--- config.mk ---
export PLATFORM = sky130hd
export DESIGN_NAME = vram_fill_sequencer
export DESIGN_NICKNAME = d
export VERILOG_FILES = /design/src/rtl/vram_fill_sequencer.sv
export SDC_FILE = /design/constraint.sdc
export NUM_CORES = 1
export LEC_CHECK = 0
export ABC_CLOCK_PERIOD_IN_PS = 2300
export BUFFER_PORTS_ARGS = -buffer_cell sky130_fd_sc_hd__buf_2
export CORE_MARGIN = 8
export CORE_UTILIZATION = 50
export DETAILED_ROUTE_END_ITERATION = 6
export MAX_ROUTING_LAYER = met4
export PLACE_DENSITY_LB_ADDON = 0.12
export SLEW_MARGIN = 0
export SYNTH_ARGS = -nofsm -noshare
export SYNTH_HDL_FRONTEND = slang
export SYNTH_SLANG_ARGS = --single-unit
--- constraint.sdc ---
create_clock -name Clock -period 2.3 [get_ports Clock]
set_input_delay 0.345 -clock Clock [delete_from_list [all_inputs] [get_ports Clock]]
set_output_delay 0.345 -clock Clock [all_outputs]
set_load 0.01 [all_outputs]
--- src/rtl/vram_fill_sequencer.sv ---
// Rectangle fill sequencer for a {row,col}-addressed VRAM with CPU write priority.
// Optional FILL_ABORT_EN adds an iFillAbort input that cancels a running fill.
module vram_fill_sequencer #(
  parameter int COLOR_WIDTH = 3,
  parameter int COORD_WIDTH = 8
) (
  input  logic                     Clock,
  input  logic                     Reset,
  input  logic                     iCpuWrite,
  input  logic [COORD_WIDTH-1:0]   iCpuRow,
  input  logic [COORD_WIDTH-1:0]   iCpuCol,
  input  logic [COLOR_WIDTH-1:0]   iCpuColor,
  input  logic                     iFillStart,
  input  logic [COORD_WIDTH-1:0]   iRow0,
  input  logic [COORD_WIDTH-1:0]   iCol0,
  input  logic [COORD_WIDTH-1:0]   iRow1,
  input  logic [COORD_WIDTH-1:0]   iCol1,
  input  logic [COLOR_WIDTH-1:0]   iFillColor,
`ifdef FILL_ABORT_EN
  input  logic                     iFillAbort,
`endif
  output logic                     oFillBusy,
  output logic                     oFillDone,
  output logic                     oVramWe,
  output logic [2*COORD_WIDTH-1:0] oVramAddress,
  output logic [COLOR_WIDTH-1:0]   oVramData
);

  typedef enum logic [1:0] {IDLE, FILL, DONE} state_t;

  state_t                 state, state_n;
  logic [COORD_WIDTH-1:0] row_lo, row_hi, col_lo, col_hi;
  logic [COORD_WIDTH-1:0] cur_row, cur_col;
  logic [COLOR_WIDTH-1:0] color;
  logic                   fill_we;
  logic                   abort;
  logic [COORD_WIDTH-1:0] n_row_lo, n_row_hi, n_col_lo, n_col_hi;

`ifdef FILL_ABORT_EN
  assign abort = iFillAbort;
`else
  assign abort = 1'b0;
`endif

  assign n_row_lo = (iRow0 < iRow1) ? iRow0 : iRow1;
  assign n_row_hi = (iRow0 < iRow1) ? iRow1 : iRow0;
  assign n_col_lo = (iCol0 < iCol1) ? iCol0 : iCol1;
  assign n_col_hi = (iCol0 < iCol1) ? iCol1 : iCol0;

  assign oFillBusy = (state == FILL);
  assign oFillDone = (state == DONE);

  always_comb begin
    state_n = state;
    fill_we = 1'b0;
    case (state)
      IDLE: if (iFillStart) state_n = FILL;
      FILL: begin
        if (abort) begin
          state_n = IDLE;
        end else if (!iCpuWrite) begin
          fill_we = 1'b1;
          // Equality on both limits keeps a 255 edge from wrapping to 0.
          if (cur_row == row_hi && cur_col == col_hi) state_n = DONE;
        end
      end
      DONE:    state_n = IDLE;
      default: state_n = IDLE;
    endcase
  end

  always_ff @(posedge Clock) begin
    if (!Reset) begin
      state        <= IDLE;
      row_lo       <= '0;
      row_hi       <= '0;
      col_lo       <= '0;
      col_hi       <= '0;
      cur_row      <= '0;
      cur_col      <= '0;
      color        <= '0;
      oVramWe      <= 1'b0;
      oVramAddress <= '0;
      oVramData    <= '0;
    end else begin
      state <= state_n;
      if (state == IDLE && iFillStart) begin
        row_lo  <= n_row_lo;
        row_hi  <= n_row_hi;
        col_lo  <= n_col_lo;
        col_hi  <= n_col_hi;
        cur_row <= n_row_lo;
        cur_col <= n_col_lo;
        color   <= iFillColor;
      end else if (fill_we) begin
        if (cur_col == col_hi) begin
          cur_col <= col_lo;
          cur_row <= cur_row + 1'b1;
        end else begin
          cur_col <= cur_col + 1'b1;
        end
      end
      if (iCpuWrite) begin
        oVramWe      <= 1'b1;
        oVramAddress <= {iCpuRow, iCpuCol};
        oVramData    <= iCpuColor;
      end else if (fill_we) begin
        oVramWe      <= 1'b1;
        oVramAddress <= {cur_row, cur_col};
        oVramData    <= color;
      end else begin
        oVramWe <= 1'b0;
      end
    end
  end

endmodule

; Yosys cells after proc, flatten, opt, wreduce, memory -nomap -nowiden
; Index checks and enable logic that the tools add are counted.
; W data, S select, Z words.
[word_totals]
out_inout_bits = 22
wordCells = 51
regBits = 65
inputBits = 58
[classes]
n_lt_le_gt_ge = 2
n_mux = 22
reduce_logical = 8
add_sub_neg = 2
n_eq_ne = 7
[ops]
columns = operator, count
row1 = $mux W8, 10
row2 = $mux W16, 2
row3 = $add A8 B1 Y8 const B, 2
row4 = $eq A8 B8 Y1, 2
row5 = $lt A8 B8 Y1, 2
row6 = $mux W2, 3
row7 = $mux W3, 2
row8 = $reduce_bool A2 Y1, 3
row9 = $mux W1, 4
row10 = $ne A2 B2 Y1 const B, 2
row11 = $pmux W2 S2, 1
row12 = $reduce_and A3 Y1, 1
row13 = $eq A2 B1 Y1 const B, 1
row14 = $eq A2 B2 Y1 const B, 1
row15 = $logic_and A1 B1 Y1, 2
row16 = $logic_not A2 Y1, 1
row17 = $ne A2 B1 Y1 const B, 1
row18 = $reduce_and A2 Y1, 1

; Longest topological paths before layout
[depth]
word_depth = 5
ltp_mapped = 9
depth_no_buf = 8

; Worst setup path after synthesis
; No wires, ideal clock.
[synth_timing]
path_kind = input -> register
start = input port iRow1[2]
end = register cur_row[5]
path_stages = 9
required_time_ns = 2.171
path_slack_ns = 0.400
arrival_ns = 1.771
cell_sequence = inv_1 > ha_1 > nand2_1 > o21ai_0 > a21oi_1 > o211ai_2 > buf_4 > mux2i_1 > a21oi_2
[synth_via]
elab_chain_len = 3
[synth_lines]
columns = item, line_no
row1 = from (decl), 16  ; input logic [COORD_WIDTH-1:0] iRow1,
row2 = $lt A8 B8 Y1, 45  ; assign n_row_lo = (iRow0 < iRow1) ? iRow0 : iRow1;
row3 = $mux W8, 45
row4 = $mux W8, 87  ; if (state == IDLE && iFillStart) begin
row5 = to (signal assigned), 92  ; cur_row <= n_row_lo;
row6 = to (signal assigned), 98  ; cur_row <= cur_row + 1'b1;
row7 = to (decl), 33  ; logic [COORD_WIDTH-1:0] cur_row, cur_col;
; Every way passes these cells.
; A chain may end at the register's enable or synchronous reset.

; Worst setup path in the final report
[layout_timing]
start = register cur_col[4]
end = register cur_row[5]
[layout_via]
elab_chain_len = 3
[layout_lines]
columns = item, line_no
row1 = from (decl), 33
row2 = from (signal assigned), 93  ; cur_col <= n_col_lo;
row3 = from (signal assigned), 97  ; cur_col <= col_lo;
row4 = from (signal assigned), 100  ; cur_col <= cur_col + 1'b1;
row5 = $eq A8 B8 Y1, 96  ; if (cur_col == col_hi) begin
row6 = $reduce_bool A2 Y1 (no line), --
row7 = $reduce_and A2 Y1 (no line), --
; Every way passes these cells.

==> impl_metrics.py <==
metrics = {
    "yosys": {
        "synth_flop_cell": "dfxtp_1",
        "synth_area_mm2": 0.00398,
        "async_flop_share_pct": 0,
        "number_of_flops_mapped_to_enable_cells_by_yosys": 0,
        "synthesis.area_per_instance_um2": 8.16,
        "synth.distinct_cells": 50,
        "yosys_warnings": 0,
        "yosys_register_bits": 65,
        "ys_seq_area_share_pct": 32.7,
        "number_of_nets_produced_by_synthesis": 561,
        "post_synth_inst_count": 487,
    },
    "finish": {
        "multiInputGateArea_mm2": 0.00246,
        "sequential_cell_area_mm2": 0.00130,
        "area_growth_syn_to_layout_pct": 19.2,
        "final_layout_size_suffix_gt1_share_pct": 23.1,
        "layout_commonest_cell": "buf_2",
        "finish.cell_count_without_fillers": 669,
        "antenna_cells": 0,
        "fin_nets": 636,
        "filler_cell_count": 692,
        "layout.cells.most_common_list": "buf_2 (79), dfxtp_1 (65), o21ai_0 (61)",
    },
    "die": {
        "die_h_um": 105,
        "start_util_pct": 51.5,
        "die_width_um": 105,
        "placeableCoreArea_mm2": 0.00773,
        "die_area_mm2": 0.0111,
        "io-pin-count": 80,
        "placement_rows": 32,
    },
    "clocking": {
        "worst_skew_pair.late_latency_ns": 0.34,
        "post_cts_resized": 0,
        "cts_tree": "yes",
        "cts.repair_timing.setup_buffer_count": 0,
        "cts.root.buffer_cell": "clkbuf_8",
        "clock_buffers_created_by_tritoncts": 9,
        "path_clk_slew_ns": 0.07,
        "longest_clk_path_bufs": 2,
        "cts.htree.levels": 3,
        "clock_sink_count": 65,
        "ctsHoldBuffers": 0,
    },
    "sta": {
        "final.setup.tns_ns": 0,
        "max_freq_ghz": 0.494,
        "finalWorstPathRequiredPeriod_ns": 2.02,
        "final.setup_skew_ns": 0.00794,
        "relSlewSlack_pct": 63.5,
        "hold_vio_cnt_final": 0,
        "finalSetupViolCount": 0,
        "worst_pin_slew_ns": 0.547,
        "grt_setup_unrepaired": "no",
        "final_period_util_pct": 88.0,
        "final-max-slew-violation-count": 0,
        "final_hold_slack_ns": 0.256,
    },
    "route": {
        "route.antenna.remaining_nets": 0,
        "first_pass_iters": 5,
        "vias": 3848,
        "vias_per_cell": 5.75,
        "detail_route.drc_violations": 0,
        "route.final.wire_length_um": 10800,
        "detail_route.iter0.violations": 313,
        "wire_per_inst_um": 16.1,
    },
    "placed_design": {
        "gpl.final_weighted_congestion": 0.878,
        "dp.final_hpwl_um": 7920,
        "place_inst": 653,
        "port-buffer-count": 79,
    },
    "setup_path": {
        "ff2ff_path_depth": 6,
        "path_cells": "xnor2_1 > nand4_2 > or2_4 > or4_1 > o311ai_1 > a21oi_2",
        "worst_flop_to_flop_path_endpoint": "cur_row[5]",
        "critPathTopFamily": "simple AND/OR/NAND/NOR gates",
        "crit_path_top_delay_cell": "or4_1",
        "crit_path_end_kind": "flop",
        "critical_path.reg2reg.startpoint": "cur_col[4]",
        "timing_worst_setup_path_type": "reg2reg",
        "r2r_setup_slack_ns": 0.28,
        "crit_buf_inv": 0,
        "worst_ep_arrival_time_ns": 2.23,
        "cp_max_stage_delay_ns": 0.54,
        "startpoint": "cur_col[4]",
        "timing.critical_path.from_type": "flop",
        "path_max_fanout": 13,
        "cp_required_ns": 2.51,
    },
    "job": {
        "maxCapViolCount": 0,
    },
    "global_route": {
        "via_count_of_the_first_global_routing_pass": 3672,
        "grt_usage_pct": 20.0,
        "grt-ovfl-total": 0,
        "grt_pass1_wl_um": 18100,
        "grt_max_degree": 57,
        "antenna_found_initial": 0,
    },
    "pwr": {
        "power_density_mw_per_mm2": 681,
        "total_leakage_power_nw": 2.17,
        "power.ir.vdd_worst_v": 0.000318,
    },
    "worst_hold_path": {
        "whs_endpoint": "color[2]",
        "min_delay_worst_type": "in2reg",
        "worst_hold_path.num_cells": 3,
        "min_from": "iFillColor[2]",
    },
    "outcome": {
        "status": "finished, final reports clean",
    },
}
## how the worst max path moves through the flow
stage	endpoint	slack (ns)	cells past startpoint
3_5_place_dp	cur_row[3]	0.23	10
6_report	cur_row[5]	0.28	6
3_3_place_gp	cur_row[3]	0.29	10
4_1_cts	cur_row[5]	0.30	6
2_1_floorplan	cur_row[5]	0.40	9
5_1_grt	cur_row[5]	0.15	6
## layer usage
| layer | global-route usage (%) | vias to the layer above | share of wire (%) |
|---|---|---|---|
| li1 | - | 1898 | - |
| met1 | 27.3 | 1773 | 49 |
| met2 | 28.3 | 163 | 42 |
| met3 | 4.85 | 14 | 7.2 |
| met4 | 6.32 | 0 | 1.5 |
| met5 | - | - | 0 |
## kinds of logic after synthesis
group           synth area share (%)
fa+ha+maj                       5.03
simple gates                    19.0
compound gates                  20.5
xor+xnor                        4.59
flops                           32.7
mux                             12.7
buf+inv                         5.47
## where the power goes
group	switching [W]	internal, W	total (W)
registers	0.0000876	0.00123	0.00131
logic	0.000445	0.000365	0.000809
clock network	0.000434	0.000672	0.00111
total	0.000966	0.00226	0.00323
## sequential cells by signal, indices dropped and copies added, names as in the netlist
name and count:
col_hi 8, oVramAddress 16, oVramWe 1, row_hi 8, color 3, oVramData 3
col_lo 8, state 2, cur_col 8, cur_row 8
## cell type report
class	instances	area share, %
Multi-Input combinational cell	370	51.9
Timing Repair Buffer	101	12.1
Clock buffer	14	3.43
Inverter	15	1.19
Clock inverter	2	1.27
Tap cell	102	2.69
Sequential cell	65	27.5
## cell usage after synthesis (all sizes together) (15+ instances only)
library cell	number	share of area (%)
dfxtp	65	33
o21ai	64	8.1
mux2i	46	12
nand2	43	4.1
a21oi	38	5.1
clkbuf	27	2.5
and2	21	3.3
nand3	21	2.6
xnor2	18	4.2
ha	16	5.0
nand4	16	2.7
inv	15	1.4
## through the flow
step	cell area [um2]	total power (W)	worst slack (ns)	util, %
final	4740	0.00323	0.277	61.3
after floorplan	3980	0.00186	0.400	-
after CTS	4740	0.00324	0.295	61.3
after global routing	4740	0.00339	0.148	61.3
after global placement	4520	0.00212	0.294	58.5
after detailed placement	4520	0.00214	0.226	58.5
## worst register-to-register path, cell delays in order (launching register included)
cell	delay, ns
dfxtp_1	0.47
xnor2_1	0.17
nand4_2	0.18
or2_4	0.37
or4_1	0.54
o311ai_1	0.14
a21oi_2	0.04
(Power assumes the default switching activity.)
